File: src/rtl/ps2_pkg.sv
// ---------------------------------------------------------------------------
// ps2_pkg
// Shared definitions for the PS/2 host-side blocks (transmitter and the
// scan-code receiver that sits on the same pins).
//   - ps2TxState_e   : state encoding of the host-to-device transmitter
//   - PS2_CMD_*      : common host command bytes
//   - PS2_DEFAULT_*  : default timing, in system clock cycles at 50 MHz
//   - ps2OddParity() : parity bit that makes the 9-bit frame odd
// ---------------------------------------------------------------------------
package ps2_pkg;

    typedef enum logic [2:0] {
        PS2_TX_IDLE      = 3'd0,
        PS2_TX_INHIBIT   = 3'd1,
        PS2_TX_START     = 3'd2,
        PS2_TX_SHIFT     = 3'd3,
        PS2_TX_WAIT_IDLE = 3'd4
    } ps2TxState_e;

    localparam logic [7:0] PS2_CMD_SET_LEDS = 8'hED;
    localparam logic [7:0] PS2_CMD_ENABLE   = 8'hF4;
    localparam logic [7:0] PS2_CMD_RESET    = 8'hFF;

    // 100 us of clock inhibit and a 15 ms inter-edge watchdog at 50 MHz
    localparam int unsigned PS2_DEFAULT_INHIBIT_CYCLES = 5000;
    localparam int unsigned PS2_DEFAULT_TIMEOUT_CYCLES = 750000;

    // Odd parity: the bit is set when the byte holds an even number of ones
    function automatic logic ps2OddParity(input logic [7:0] byteIn);
        return ~^byteIn;
    endfunction

endpackage

File: src/rtl/ps2_sync_edge.sv
// ---------------------------------------------------------------------------
// ps2_sync_edge
// Brings the asynchronous PS/2 clock and data pins into the clk_i domain
// with two flops each and flags falling edges of the synchronized clock.
// Shared between the host transmitter and the scan-code receiver.
//   clk_i        in   system clock
//   rst_ni       in   asynchronous active-low reset
//   ps2_clk_i    in   raw PS/2 clock pin
//   ps2_data_i   in   raw PS/2 data pin
//   clk_sync_o   out  synchronized PS/2 clock
//   data_sync_o  out  synchronized PS/2 data
//   clk_fall_o   out  one-cycle pulse on a synchronized clock falling edge
// ---------------------------------------------------------------------------
module ps2_sync_edge (
    input  logic clk_i,
    input  logic rst_ni,
    input  logic ps2_clk_i,
    input  logic ps2_data_i,
    output logic clk_sync_o,
    output logic data_sync_o,
    output logic clk_fall_o
);

    logic [1:0] clkSync_q;
    logic [1:0] dataSync_q;
    logic       clkPrev_q;

    // Two-stage synchronizers plus a delayed copy of the synced clock.
    // Everything resets to 1 so an idle bus produces no spurious edge
    // when reset is released.
    always_ff @(posedge clk_i or negedge rst_ni) begin
        if (!rst_ni) begin
            clkSync_q  <= 2'b11;
            dataSync_q <= 2'b11;
            clkPrev_q  <= 1'b1;
        end else begin
            clkSync_q  <= {clkSync_q[0], ps2_clk_i};
            dataSync_q <= {dataSync_q[0], ps2_data_i};
            clkPrev_q  <= clkSync_q[1];
        end
    end

    assign clk_sync_o  = clkSync_q[1];
    assign data_sync_o = dataSync_q[1];
    assign clk_fall_o  = clkPrev_q & ~clkSync_q[1];

endmodule

File: src/rtl/ps2_host_tx.sv
// ---------------------------------------------------------------------------
// ps2_host_tx
// Host-to-device PS/2 transmitter. Takes a command byte over valid/ready,
// inhibits the bus clock, issues the start bit and then shifts 8 data bits
// (LSB first), odd parity and the stop bit on the device's falling clock
// edges, finally checking the device ACK. Lines are open-drain: the *_oe_o
// outputs pull the pins low when high.
//   clk_i          in   system clock
//   rst_ni         in   asynchronous active-low reset
//   data_i         in   command byte
//   valid_i        in   data_i valid
//   ready_o        out  idle and able to accept a byte
//   ps2_clk_i      in   raw PS/2 clock pin
//   ps2_data_i     in   raw PS/2 data pin
//   ps2_clk_oe_o   out  pull PS/2 clock low
//   ps2_data_oe_o  out  pull PS/2 data low
//   done_o         out  pulse: transfer completed with ACK
//   ack_err_o      out  pulse: device did not ACK
//   timeout_o      out  pulse: device stopped clocking, transfer aborted
// ---------------------------------------------------------------------------
module ps2_host_tx
    import ps2_pkg::*;
#(
    parameter int unsigned INHIBIT_CYCLES = PS2_DEFAULT_INHIBIT_CYCLES,
    parameter int unsigned TIMEOUT_CYCLES = PS2_DEFAULT_TIMEOUT_CYCLES
) (
    input  logic       clk_i,
    input  logic       rst_ni,
    input  logic [7:0] data_i,
    input  logic       valid_i,
    output logic       ready_o,
    input  logic       ps2_clk_i,
    input  logic       ps2_data_i,
    output logic       ps2_clk_oe_o,
    output logic       ps2_data_oe_o,
    output logic       done_o,
    output logic       ack_err_o,
    output logic       timeout_o
);

    localparam int unsigned INH_W = $clog2(INHIBIT_CYCLES + 1);
    localparam int unsigned TO_W  = $clog2(TIMEOUT_CYCLES + 1);
    localparam logic [INH_W-1:0] INH_LAST = INH_W'(INHIBIT_CYCLES - 1);
    localparam logic [TO_W-1:0]  TO_LAST  = TO_W'(TIMEOUT_CYCLES - 1);

    logic clkSync;
    logic dataSync;
    logic clkFall;

    ps2TxState_e       state_q,  state_d;
    logic [INH_W-1:0]  inhCnt_q, inhCnt_d;
    logic [TO_W-1:0]   toCnt_q,  toCnt_d;
    logic [3:0]        bitCnt_q, bitCnt_d;
    logic [8:0]        frame_q,  frame_d;
    logic              ready_q,  ready_d;
    logic              clkOe_q,  clkOe_d;
    logic              dataOe_q, dataOe_d;
    logic              done_q,   done_d;
    logic              ackErr_q, ackErr_d;
    logic              timeout_q, timeout_d;

    ps2_sync_edge uSync (
        .clk_i       (clk_i),
        .rst_ni      (rst_ni),
        .ps2_clk_i   (ps2_clk_i),
        .ps2_data_i  (ps2_data_i),
        .clk_sync_o  (clkSync),
        .data_sync_o (dataSync),
        .clk_fall_o  (clkFall)
    );

    // State register together with the datapath and every output flop.
    // Reset releases both lines at once and reports ready.
    always_ff @(posedge clk_i or negedge rst_ni) begin
        if (!rst_ni) begin
            state_q   <= PS2_TX_IDLE;
            inhCnt_q  <= '0;
            toCnt_q   <= '0;
            bitCnt_q  <= '0;
            frame_q   <= '0;
            ready_q   <= 1'b1;
            clkOe_q   <= 1'b0;
            dataOe_q  <= 1'b0;
            done_q    <= 1'b0;
            ackErr_q  <= 1'b0;
            timeout_q <= 1'b0;
        end else begin
            state_q   <= state_d;
            inhCnt_q  <= inhCnt_d;
            toCnt_q   <= toCnt_d;
            bitCnt_q  <= bitCnt_d;
            frame_q   <= frame_d;
            ready_q   <= ready_d;
            clkOe_q   <= clkOe_d;
            dataOe_q  <= dataOe_d;
            done_q    <= done_d;
            ackErr_q  <= ackErr_d;
            timeout_q <= timeout_d;
        end
    end

    // Next-state logic. The frame {parity, byte} is captured only on
    // accept and stays untouched until the next accept. While the device
    // owns the clock, a watchdog counts cycles since START entry or the
    // last falling edge; done has priority over a coincident timeout so
    // the status pulses stay mutually exclusive.
    always_comb begin
        state_d   = state_q;
        inhCnt_d  = inhCnt_q;
        toCnt_d   = toCnt_q;
        bitCnt_d  = bitCnt_q;
        frame_d   = frame_q;
        done_d    = 1'b0;
        ackErr_d  = 1'b0;
        timeout_d = 1'b0;

        case (state_q)
            PS2_TX_IDLE: begin
                if (valid_i && ready_q) begin
                    frame_d  = {ps2OddParity(data_i), data_i};
                    inhCnt_d = '0;
                    state_d  = PS2_TX_INHIBIT;
                end
            end

            PS2_TX_INHIBIT: begin
                if (inhCnt_q == INH_LAST) begin
                    toCnt_d = '0;
                    state_d = PS2_TX_START;
                end else begin
                    inhCnt_d = inhCnt_q + INH_W'(1);
                end
            end

            PS2_TX_START, PS2_TX_SHIFT, PS2_TX_WAIT_IDLE: begin
                if (clkFall) begin
                    toCnt_d = '0;
                end else if (toCnt_q == TO_LAST) begin
                    timeout_d = 1'b1;
                    state_d   = PS2_TX_IDLE;
                end else begin
                    toCnt_d = toCnt_q + TO_W'(1);
                end

                if (!timeout_d) begin
                    if (state_q == PS2_TX_START) begin
                        bitCnt_d = '0;
                        state_d  = PS2_TX_SHIFT;
                    end else if (state_q == PS2_TX_SHIFT) begin
                        if (clkFall) begin
                            bitCnt_d = bitCnt_q + 4'd1;
                            // 11th edge: device pulls data low to ACK
                            if (bitCnt_q == 4'd10) begin
                                if (dataSync) begin
                                    ackErr_d = 1'b1;
                                    state_d  = PS2_TX_IDLE;
                                end else begin
                                    state_d  = PS2_TX_WAIT_IDLE;
                                end
                            end
                        end
                    end else begin
                        if (clkSync && dataSync) begin
                            done_d  = 1'b1;
                            state_d = PS2_TX_IDLE;
                        end
                    end
                end else if (state_q == PS2_TX_WAIT_IDLE && clkSync && dataSync) begin
                    timeout_d = 1'b0;
                    done_d    = 1'b1;
                end
            end

            default: begin
                state_d = PS2_TX_IDLE;
            end
        endcase
    end

    // Output decode from the next state so every output is a flop.
    // Bit count 0 keeps the start bit on the wire, 1..9 carry data then
    // parity (pull low for a 0), 10 and beyond release the line (stop bit).
    // ready stays low during the status pulse cycle.
    always_comb begin
        clkOe_d  = (state_d == PS2_TX_INHIBIT);
        dataOe_d = 1'b0;
        ready_d  = (state_d == PS2_TX_IDLE) && !(done_d || ackErr_d || timeout_d);

        case (state_d)
            PS2_TX_START: begin
                dataOe_d = 1'b1;
            end
            PS2_TX_SHIFT: begin
                if (bitCnt_d == 4'd0) begin
                    dataOe_d = 1'b1;
                end else if (bitCnt_d <= 4'd9) begin
                    dataOe_d = ~frame_d[bitCnt_d - 4'd1];
                end
            end
            default: begin
                dataOe_d = 1'b0;
            end
        endcase
    end

    assign ready_o       = ready_q;
    assign ps2_clk_oe_o  = clkOe_q;
    assign ps2_data_oe_o = dataOe_q;
    assign done_o        = done_q;
    assign ack_err_o     = ackErr_q;
    assign timeout_o     = timeout_q;

endmodule

File: config.mk
export PLATFORM = sky130hd
export DESIGN_NAME = ps2_host_tx
export DESIGN_NICKNAME = d
export VERILOG_FILES = /design/src/rtl/ps2_pkg.sv /design/src/rtl/ps2_sync_edge.sv /design/src/rtl/ps2_host_tx.sv
export SDC_FILE = /design/constraint.sdc
export NUM_CORES = 1
export LEC_CHECK = 0
export ABC_AREA = 1
export CAP_MARGIN = 20
export CORE_MARGIN = 2
export CORE_UTILIZATION = 55
export DETAILED_ROUTE_END_ITERATION = 16
export GPL_TIMING_DRIVEN = 0
export PLACE_DENSITY = 0.74
export SYNTH_ARGS = -nofsm -noshare
export SYNTH_HDL_FRONTEND = slang
export SYNTH_SLANG_ARGS = --single-unit
File: constraint.sdc
create_clock -name clk_i -period 4.05 [get_ports clk_i]
set_input_delay 0.81 -clock clk_i [delete_from_list [all_inputs] [get_ports clk_i]]
set_output_delay 0.81 -clock clk_i [all_outputs]
set_load 0.01 [all_outputs]
==> results of run 1 <==
==> area by class of cell <==
cell class | instances | area, um2
clock buffer | 10 | 137.6
clock inverter | 6 | 87.58
fill | 532 | 2037
sequential | 60 | 1509
inverter | 73 | 284.0
buffer | 5 | 27.53
tap | 75 | 93.84
timing repair buffer | 19 | 195.2
multi-input combinational | 299 | 1654
==> critical path: cells and delay by family, from the launching register on <==
kind            cells  cell delay [ns]
buf+inv             4             0.28
flops               1             0.54
compound gates      1             0.05
simple gates       10             1.09
fa+ha+maj           1             0.34
==> metal layers <==
metal / routed length [um] / GRT usage
met1: 3086 / 0.2665
met2: 3270 / 0.3563
met3: 226 / 0.04154
met4: 200 / 0.09531
met5: 0 / 0
==> flip-flops by register name, indices dropped and copies added, names as in the netlist <==
name / cells
done_o: 1
uSync.clkSync_q: 2
uSync.dataSync_q: 2
toCnt_q: 20
bitCnt_q: 4
ps2_data_oe_o: 1
timeout_o: 1
ready_o: 1
ps2_clk_oe_o: 1
state_q: 3
inhCnt_q: 13
frame_q: 9
uSync.clkPrev_q: 1
ack_err_o: 1
==> worst paths after layout <==
path	startpoint	to	slack, ns	cells after the start
max in group asynchronous	rst_ni	ready_o$_DFF_PN1_	3.00	2
worst max-delay path	uSync.clkSync_q[1]$_DFF_PN1_	ps2_data_oe_o$_DFF_PN0_	1.63	16
worst min register to register	uSync.dataSync_q[0]$_DFF_PN1_	uSync.dataSync_q[1]$_DFF_PN1_	0.36	0
worst min-delay path	uSync.dataSync_q[0]$_DFF_PN1_	uSync.dataSync_q[1]$_DFF_PN1_	0.36	0
min in group asynchronous	rst_ni	toCnt_q[8]$_DFFE_PN0P_	0.42	1
worst max register to register	uSync.clkSync_q[1]$_DFF_PN1_	ps2_data_oe_o$_DFF_PN0_	1.63	16
==> through the flow <==
step                      instances  instance area [um2]  power, mW  worst slack (ns)  hold WS, ns
after CTS                       547                 3989      1.269             1.593       0.3576
after global placement          530                 3749     0.6616            0.3221       0.3461
final                           547                 3989      1.259             1.626       0.3571
after global routing            547                 3989      1.304             1.299       0.3610
after detailed placement        531                 3764     0.6646             1.500       0.3478
after floorplan                 437                 3475     0.6324             1.893       0.3452
==> cell usage after synthesis (2+ instances only) <==
library cell / number
nand3_1: 29
nor3_2: 3
ha_1: 6
nand3_4: 3
nor4_1: 2
nand4_1: 15
o21ai_0: 18
nor2_2: 10
nand2_2: 2
dfstp_2: 6
nor2_8: 2
nand2_4: 2
a31oi_1: 3
nor2_1: 42
or2_0: 2
nand2_1: 86
buf_2: 4
o21ai_1: 4
nand3b_1: 2
xnor2_1: 7
inv_2: 9
a21oi_1: 19
nor3_1: 18
or2_2: 3
inv_1: 62
nand3_2: 2
dfrtp_1: 54
xor2_1: 9
==> layout by cell type, fill, tap and decap left out, drive strengths merged <==
master	n
bufinv	2
dfstp	6
buf	7
clkinv	1
a32oi	1
a2bb2oi	1
nand4	15
clkbuf	10
clkdlybuf4s50	17
inv	73
nand3	34
xnor2	7
o21a	1
nand3b	2
or2	5
a31o	1
a21oi	20
a22oi	1
a41oi	1
nor3	21
nor4	3
nor2	54
a31oi	3
o21ai	22
a2111oi	1
dfrtp	54
xor2	9
ha	6
nand2	91
clkinvlp	3
==> power by group <==
group | internal, mW | leakage, nW | total (mW) | switching [mW]
combinational | 0.0199 | 1.09 | 0.0477 | 0.0277
clock | 0.362 | 0.105 | 0.607 | 0.245
sequential | 0.604 | 0.761 | 0.605 | 0.00108
==> kinds of logic (layout without fill, tap and decap cells) <==
| group | after synthesis | after routing |
|---|---|---|
| fa+ha+maj | 6 | 6 |
| buf+inv | 78 | 113 |
| simple gates | 225 | 225 |
| compound gates | 52 | 52 |
| flops | 60 | 60 |
| xor+xnor | 16 | 16 |
==> metrics.md, run 1 <==
| Metric | Value |
|---|---|
| Worst-path clk slew | `around 0.070 ns` |
| Worst vdd ir | `roughly 0.18 mV` |
| Post-Synth XOR/XNOR Area | `0.04033` |
| Antenna viol nets, final | `0` |
| Antenna cell count | `0` |
| Die area | `6969 um2` |
| IO Count | `19` |
| Setup_tns | `0 ns` |
| Crit path DAT | `around 2.7 ns` |
| Crit path time final | `2.424 ns` |
| Worst path cell trace | `inv_1 -> nand2_1 -> nand2_1 -> nor2_1 -> nand3_4 -> nand2_8 -> inv_4 -> nor2_1 -> inv_1 -> ha_1 -> inv_1 -> nand3_1 -> nand3_1 -> nand3_1 -> nand2_1 -> a21oi_2` |
| Total GRT Usage | `0.2124` |
| GPL Wtd Cong | `roughly 0.84` |
| Via count | `around 2800` |
| Simple-Gate Fraction of Synth Area | `0.3284` |
| Clock tree buffer depth | `2` |
| First-pass GRT wire length | `11.99 mm` |
| Clock Skews | `between 0.008 and 0.009 ns` |
| Clock latency at the later pin of the worst-skew pair | `approximately 0.34 ns` |
| Num Clock Sinks | `60` |
| Synth-to-layout area growth | `14.80%` |
| Yosys warns | `0` |
| Routed vias/inst | `5.201` |
| Number of max-cap violations | `0` |
| Main combinational cell family by area after synthesis | `simple AND/OR/NAND/NOR gates` |
| Avg WL per Cell | `around 12 um` |
| Netlist Area Pre-Place | `about 3500 um2` |
| Relative max-transition margin | `0.6747` |
| Final Hold Vio Count | `0` |
| 1st-iter DRT viols | `roughly 150` |
| CP Class | `reg -> reg` |
| Number of global-route vias before repair | `between 2000 and 3000` |
| Post-route DRC violation count | `0` |
| Routed WL | `6.784 mm` |
| Final net count | `486` |
| Post-synth cell types | `41` |
| Post-CTS setup buffer count | `0` |
| Mux share of post-synthesis cell area | `0` |
| Total CTS buffers | `9` |
| Crit start category | `flip-flop` |
| Post-CTS resize count | `0` |
| RSZ-0062 raised after global routing | `no` |
| Status | `finished, final reports clean` |
| Worst setup EP type | `flip-flop` |
| Post-layout util | `0.6620` |
| DIE WIDTH | `around 83 um` |
| PwrDens | `315.7 nW/um2` |
| HPWL Detailed | `5.174 mm` |
| Post-synth EDFFs | `0` |
| Seq/Total Area, Yosys | `0.4343` |
| Die Ht | `83.48 um` |
| Area leader, netlist | `dfrtp_1` |
| Core area | `between 6000 and 7000 um2` |
| Layout cells sized above 1 | `0.1525` |
| Final setup fails | `0` |
| Asr flop ratio synth | `1.000` |
| Largest net degree at the start of global routing | `a little over 40` |
| Port-buffer cells | `18` |
| Synthesized Nets | `456` |
| GRT Residual Overflow | `0` |
| CTS H-Tree Depth | `3` |
| Site row count | `28` |
| Worst hold path type | `reg -> reg` |
| Worst Max-Slew Pin Slew | `approximately 0.49 ns` |
| Data required, critical path | `4.28 ns` |
| Total iterations of the first detailed-routing run | `5` |
| Fmax | `slightly above 400 MHz` |
| Worst Path Max Fanout | `9` |
| #FFs+latches synth | `60` |
| Adder-Cell Fraction of Synth Area | `0.02161` |
| Initial Util | `0.5766` |
| Post-Syn Area per Cell | `slightly below 8 um2` |
| Dominant synthesized flop cell | `dfrtp_1` |
| Cells after synthesis | `437` |
| CTS hold repair buffers | `0` |
| Critical Path Max Stage Delay | `0.54 ns` |
| Leak Pwr | `1.955 nW` |
| Top post-synthesis cells by area | `dfrtp_1 (39%), nand2_1 (9.3%), inv_1 (6.7%)` |
| Synth Area in Compound Gates | `0.08570` |
| Final Max Tran Viols | `0` |
| Clk root buf | `clkbuf_8` |
| Slowest cell on crit path | `dfstp_2` |
| Initial antenna violation count | `0` |
| Synth top area share | `0.3889` |
| Final worst-path cycle share | `0.5986` |
| TritonCTS clock tree | `done` |
Note: power is estimated with default switching activity, not from simulation.
==> inputs of run 2 (changes only) <==
CORE_UTILIZATION = 54   (was 55)
PLACE_DENSITY = 0.76   (was 0.74)
clock period = 2.2 ns   (was 4.05 ns; I/O delays follow)
==> run 2 against run 1 <==
Net effect: clock power up 55%; final cell count up 1.5%; clock-buffer cell count up 4; fmax up 12%; via count up 4.8%; clock skew up 0.0034 ns.
==> metrics.md, run 2 (synthesis gave the netlist of run 1 again) <==
| Metric | Value |
|---|---|
| Leak Pwr | `a little under 2 nW` |
| Clk root buf | `clkbuf_8` |
| First-pass GRT wire length | `approximately 13 mm` |
| Avg WL per Cell | `between 10 and 15 um` |
| PwrDens | `between 500 and 600 nW/um2` |
| Num Clock Sinks | `60` |
| Worst-path clk slew | `0.07 ns` |
| CP Class | `reg -> reg` |
| Clock Skews | `between 0.01 and 0.015 ns` |
| Data required, critical path | `between 2 and 2.5 ns` |
| Biggest regs | `toCnt_q (20), inhCnt_q (13), frame_q (9)` |
| HPWL Detailed | `about 5.3 mm` |
| Relative max-transition margin | `0.6018` |
| Combinational fraction of design power | `0.043` |
| Final Hold Vio Count | `0` |
| Initial Util | `0.5535` |
| Core area | `6277 um2` |
| Switching Power | `roughly 500 uW` |
| Clock tree buffer depth | `2` |
| Reg2Reg Depth | `18` |
| Site row count | `29` |
| Number of max-cap violations | `0` |
| Initial antenna violation count | `0` |
| Antenna viol nets, final | `0` |
| Most common cell after layout, fill and taps aside | `nand2_1` |
| DIE WIDTH | `~84 um` |
| Die Ht | `around 84 um` |
| Number of global-route vias before repair | `2912` |
| Via count | `just under 3000` |
| R2r endpoint | `ps2_data_oe_o$_DFF_PN0_` |
| Final setup fails | `0` |
| Worst vdd ir | `approximately 0.38 mV` |
| Final hold slack | `between 0.09 and 0.1 ns` |
| Final Non-Filler Cells | `around 560` |
| Synth-to-layout area growth | `18.80%` |
| Total GRT Usage | `0.2273` |
| Cells after DPL | `533` |
| Flop pwr share | `0.520` |
| Total Power | `~2.1 mW` |
| Status | `finished, final reports clean` |
| Die area | `7092 um2` |
| GRT Residual Overflow | `0` |
| Final net count | `a little under 500` |
| Crit path DAT | `~2.4 ns` |
| 1st-iter DRT viols | `around 160` |
| Largest net degree at the start of global routing | `37` |
| CTS H-Tree Depth | `3` |
| GPL Wtd Cong | `approximately 0.85` |
| Clock network power share | `0.438` |
| Clock latency at the later pin of the worst-skew pair | `0.35 ns` |
| TritonCTS clock tree | `done` |
| Reg-to-Reg Start | `uSync.clkSync_q[1]$_DFF_PN1_` |
| Biggest register | `toCnt_q` |
| Sw Ratio | `0.2310` |
| Final Max Tran Viols | `0` |
| Setup_tns | `0 ns` |
| Worst setup EP type | `flip-flop` |
| Routed WL | `between 7 and 8 mm` |
| Most frequent cells in the layout | `nand2_1 (80), inv_1 (58), dfrtp_1 (53)` |
| Max FFs per register | `20` |
| R2R setup slack | `0.04 ns` |
| Crit path time final | `roughly 2.2 ns` |
| Fmax | `462.1 MHz` |
| Worst Path Max Fanout | `4` |
| Internal power | `roughly 1.6 mW` |
| RSZ-0062 raised after global routing | `yes` |
| Crit start category | `flip-flop` |
| Routed vias/inst | `roughly 5.4` |
| Worst hold path type | `in -> async` |
| Post-route DRC violation count | `0` |
| IO Count | `19` |
| Worst Max-Slew Pin Slew | `between 0.5 and 0.6 ns` |
| Post-layout util | `0.6576` |
| Total CTS buffers | `9` |
| Port-buffer cells | `18` |
| Total iterations of the first detailed-routing run | `5` |
| Layout cells sized above 1 | `0.2113` |
| Final worst-path cycle share | `0.9836` |
| CTS hold repair buffers | `0` |
| Antenna cell count | `0` |
## run 2: cell count changes in the layout (fill, tap and decap cells not counted), moves of 4 or more
cell     before  now
nand2_2       2    6
nand2_1      86   80
nand3_2       2    7
buf_4         1    7
nor2_4        0    4
inv_1        62   58
nor2_1       42   38
nand3_1      29   24
## run 2: worst max-delay path by stage
stage / slack (ns) / endpoint / depth (start not counted) / startpoint
floorplan: 0.04 / ps2_data_oe_o$_DFF_PN0_ / 16 / uSync.clkSync_q[1]$_DFF_PN1_
global placement: -1.19 / frame_q[8]$_DFF_PN0_ / 1 / rst_ni
detailed placement: -0.22 / ps2_data_oe_o$_DFF_PN0_ / 16 / uSync.clkSync_q[1]$_DFF_PN1_
CTS: 0.01 / ps2_data_oe_o$_DFF_PN0_ / 14 / uSync.clkSync_q[1]$_DFF_PN1_
global route: -0.13 / ps2_data_oe_o$_DFF_PN0_ / 18 / uSync.clkSync_q[1]$_DFF_PN1_
finish: 0.04 / ps2_data_oe_o$_DFF_PN0_ / 18 / uSync.clkSync_q[1]$_DFF_PN1_
## run 2: area by class of cell
type,instances,area (um2)
well taps,77,96.34
clock inverters,2,10.01
repair buffers,25,240.2
inverters,73,289.0
clock buffers,14,172.7
fillers,522,2150
flip-flops and latches,60,1510
multi-input cells,299,1782
plain buffers,5,27.53
## run 2: what timing repair did
action                     CTS  global route
pin swaps                    3            15
cloned                       0             0
setup endpoints to repair    1             8
hold endpoints to repair     0             0
setup buffers                3             3
resized for setup            9            26
## run 2: worst max-delay path, cell delays in order, from the launching register on
cell	delay, ns
dfstp_2	0.54
inv_2	0.04
nand2_4	0.09
nand2_4	0.05
nor2_4	0.12
nand3_4	0.11
nand2_8	0.10
inv_6	0.05
nor2_4	0.12
inv_4	0.06
ha_4	0.16
inv_1	0.05
nand2_1	0.06
nand2_2	0.10
nand3_2	0.07
nor2_1	0.13
nor2_1	0.06
nand2_1	0.07
a21oi_2	0.05
## run 2: per-layer routing
metal  vias up  GRT usage  wire length, um
li1       1498          -                -
met2        55     0.3795             3814
met5         -          0                0
met4         0    0.09091              157
met1      1415     0.2884             3359
met3        14    0.05015              241
## run 2: stage by stage
step,area (um2),setup slack (ns)
6_report,4128,0.03614
5_1_grt,4128,-0.1252
4_1_cts,4001,0.01099
3_5_place_dp,3766,-0.2232
3_3_place_gp,3751,-1.190
2_1_floorplan,3475,0.04331
## run 2: power groups by stage
stage | combinational (mW) | sequential [mW] | clock, mW
after CTS | 0.0907 | 1.11 | 0.948
after floorplan | 0.0307 | 1.13 | 0
after detailed placement | 0.0899 | 1.13 | 0
after global placement | 0.0843 | 1.13 | 0
final | 0.0917 | 1.11 | 0.938
after global routing | 0.104 | 1.11 | 1.00
==> inputs of run 3 (changes only) <==
ABC_AREA = not set   (was 1)
CORE_UTILIZATION = 53   (was 54)
PLACE_DENSITY = 0.75   (was 0.76)
==> run 3 against run 2 <==
Net effect: routed wire length up 4.8%; via count down 6.9%; utilization up 11 points; worst setup slack worse by 0.97 ns; combinational power down 12%; die area down 9.5%; non-clock buffer count up 41; the flow now finishes with violations (setup timing); highest routed layer unchanged; clock skew about the same; clock power down 6.6%; clock-buffer cell count down 3; synthesized area down 12%.
==> metrics.md, run 3 <==
| Metric | Value |
|---|---|
| Status | `finished with violations` |
| Failing checks | `setup timing` |
| PwrDens | `just under 500 nW/um2` |
| Avg WL per Cell | `about 17 um` |
| Biggest register | `toCnt_q` |
| Largest net degree at the start of global routing | `32` |
| Worst Path Max Fanout | `8` |
| Setup_tns | `-19.75 ns` |
| Initial Util | `0.5542` |
| Crit path DAT | `roughly 3.4 ns` |
| Final Non-Filler Cells | `around 470` |
| Yosys warns | `0` |
| Cells after synthesis | `about 320` |
| Post-Place Cell Area | `3402 um2` |
| Top post-synthesis cells by area | `dfrtp_1 (44%), o21ai_0 (5.7%), dfstp_2 (5.1%)` |
| Area leader, netlist | `dfrtp_1` |
| Clock Skews | `~0.012 ns` |
| Post-synth cell types | `50` |
| Max FFs per register | `20` |
| Final Max Tran Viols | `0` |
| Final Worst Setup Slack | `-0.9289 ns` |
| Total CTS buffers | `9` |
| Total iterations of the first detailed-routing run | `6` |
| Most frequent cells in the layout | `dfrtp_1 (49), nor2_1 (30), buf_4 (25)` |
| CTS hold repair buffers | `0` |
| Design Area, Final | `4247 um2` |
| Post-Syn Area per Cell | `9.686 um2` |
| Worst setup EP type | `flip-flop` |
| HPWL Detailed | `approximately 4.2 mm` |
| Core area | `~5500 um2` |
| Reg2Reg Depth | `18` |
| CTS H-Tree Depth | `3` |
| Antenna cell count | `0` |
| Asr flop ratio synth | `1.000` |
| Post-synth EDFFs | `0` |
| GPL Wtd Cong | `approximately 0.82` |
| Total GRT Usage | `0.2382` |
| Die Ht | `approximately 80 um` |
| Worst Max-Slew Pin Slew | `0.6723 ns` |
| Worst vdd ir | `around 0.48 mV` |
| Number of global-route vias before repair | `2596` |
| Number of max-cap violations | `0` |
| Site row count | `27` |
| Relative max-transition margin | `0.5518` |
| Clock network power share | `0.423` |
| Routed vias/inst | `5.972` |
| Combinational fraction of design power | `0.039` |
| Initial antenna violation count | `0` |
| Final setup fails | `28` |
| Routed WL | `slightly below 8 mm` |
| Top-count cell post-synth | `dfrtp_1` |
| Synth top cells by count | `dfrtp_1 (54), nor2_1 (35), o21ai_0 (35), nand2_1 (29), inv_1 (13)` |
| Sw Ratio | `0.2352` |
| Seq/Total Area, Yosys | `0.4914` |
| Layout cells sized above 1 | `0.3562` |
| Cells after DPL | `approximately 400` |
| Internal power | `1.584 mW` |
| 1st-iter DRT viols | `between 150 and 200` |
| #FFs+latches synth | `60` |
| Leak Pwr | `1.871 nW` |
| Fmax | `319.6 MHz` |
| RSZ-0062 raised after global routing | `yes` |
| Slowest cell on crit path | `or4_4` |
| Die area | `around 6400 um2` |
| Crit start category | `flip-flop` |
| Final worst-path cycle share | `1.422` |
| Synth top area share | `0.4401` |
| Biggest regs | `toCnt_q (20), inhCnt_q (13), frame_q (9)` |
| Total Power | `between 2 and 2.5 mW` |
| Clk root buf | `clkbuf_8` |
| GRT Residual Overflow | `0` |
| CP Class | `reg -> reg` |
| Port-buffer cells | `18` |
| DIE WIDTH | `80.12 um` |
| Worst hold path type | `in -> async` |
| Netlist Area Pre-Place | `3070 um2` |
| Dpl ws | `-1.013 ns` |
| Num Clock Sinks | `60` |
| Via count | `roughly 2800` |
| Switching Power | `487.0 uW` |
| Clock latency at the later pin of the worst-skew pair | `~0.34 ns` |
| Synth-to-layout area growth | `38.30%` |
| Data required, critical path | `~2.4 ns` |
| Dominant synthesized flop cell | `dfrtp_1` |
| TritonCTS clock tree | `done` |
| Antenna viol nets, final | `0` |
| Most common cell after layout, fill and taps aside | `dfrtp_1` |
| Clock tree buffer depth | `2` |
| Final net count | `between 400 and 500` |
| Flop pwr share | `0.538` |
| Critical Path Most Common Cell | `buf_6` |
| Crit path time final | `roughly 3.1 ns` |
| First-pass GRT wire length | `11.75 mm` |
| Synthesized Nets | `336` |
| Worst path cell trace | `nand2_1 -> or4_4 -> buf_6 -> buf_6 -> buf_6 -> buf_6 -> buf_6 -> buf_6 -> buf_6 -> buf_6 -> o21ai_2 -> o21ai_1 -> o21ai_2 -> buf_4 -> buf_6 -> buf_8 -> o21ai_1 -> o21ai_1` |
| Post-route DRC violation count | `0` |
| Critical Path Max Stage Delay | `0.59 ns` |
| Final Hold Vio Count | `0` |
| IO Count | `19` |
| Worst-path clk slew | `approximately 0.080 ns` |
## run 3: changes by cell type in the layout (fill, tap and decap cells not counted), sizes merged, moves of 8 or more
cell | before | now
o31ai | 0 | 8
nand2 | 91 | 29
buf | 13 | 48
a21oi | 20 | 9
inv | 73 | 13
nand3 | 34 | 10
mux2 | 0 | 9
nor2 | 54 | 36
o21ai | 22 | 36
nor3 | 21 | 3
## run 3: metal layers
layer / share of wire / up-vias / GRT usage
met1: 0.42 / 1357 / 0.3069
met3: 0.045 / 40 / 0.04607
met5: 0 / - / 0
li1: - / 1275 / -
met4: 0.044 / 0 / 0.1034
met2: 0.49 / 105 / 0.3917
## run 3: power by group through the flow
stage / clock, mW / sequential, mW / combinational [mW]
2_1_floorplan: 0 / 1.13 / 0.0234
3_3_place_gp: 0 / 1.13 / 0.0716
3_5_place_dp: 0 / 1.13 / 0.0757
4_1_cts: 0.876 / 1.11 / 0.0801
5_1_grt: 0.937 / 1.11 / 0.0912
6_report: 0.876 / 1.11 / 0.0803
## run 3: stage by stage
step | hold WS (ns) | util
final | 0.1310 | 0.7665
after global routing | 0.1951 | 0.7665
after CTS | 0.1603 | 0.6981
after detailed placement | 0.3476 | 0.6140
after global placement | 0.3490 | 0.6113
after floorplan | 0.1444 | -
## run 3: repair_timing
| item | 4_1_cts | 5_1_grt |
|---|---|---|
| endpoints found under the setup margin | 32 | 34 |
| setup buffers | 23 | 18 |
| pin swaps | 9 | 13 |
| gates cloned | 2 | 0 |
| gates resized for setup | 47 | 70 |
## run 3: kinds of logic (layout without fill, tap and decap cells)
kind of cell             Yosys count  count (layout)  synth area share
buffers and inverters             24             100           0.03015
flip-flops                        60              60            0.4914
AO/OA/AOI/OAI                     66              66            0.1288
AND/OR/NAND/NOR                  127             127            0.2156
adder cells (fa/ha/maj)            6               6           0.02445
multiplexers                      12              12           0.04686
XOR/XNOR                          22              22           0.06275
## run 3: final timing paths
path	startpoint	end	slack, ns
worst max register to register	toCnt_q[16]$_DFFE_PN0P_	toCnt_q[13]$_DFFE_PN0P_	-0.93
max in group asynchronous	rst_ni	ready_o$_DFF_PN1_	1.40
worst max-delay path	toCnt_q[16]$_DFFE_PN0P_	toCnt_q[13]$_DFFE_PN0P_	-0.93
worst min register to register	uSync.clkSync_q[0]$_DFF_PN1_	uSync.clkSync_q[1]$_DFF_PN1_	0.36
min in group clk_i	uSync.clkSync_q[0]$_DFF_PN1_	uSync.clkSync_q[1]$_DFF_PN1_	0.36
worst min-delay path	rst_ni	toCnt_q[2]$_DFFE_PN0P_	0.13
## run 3: area by class of cell
cell class | count | area (um2)
Inverter | 13 | 51.30
Buffer | 9 | 71.32
Sequential cell | 60 | 1515
Clock inverter | 5 | 27.53
Tap cell | 72 | 90.09
Multi-Input combinational cell | 233 | 1757
Fill cell | 354 | 1294
Clock buffer | 11 | 141.4
Timing Repair Buffer | 62 | 593.1
## run 3: worst max-delay path: cells and delay by family, from the launching register on
family | cells | cell delay, ns
AO/OA/AOI/OAI | 5 | 0.61
AND/OR/NAND/NOR | 2 | 0.71
flip-flops | 1 | 0.44
buffers and inverters | 11 | 1.27
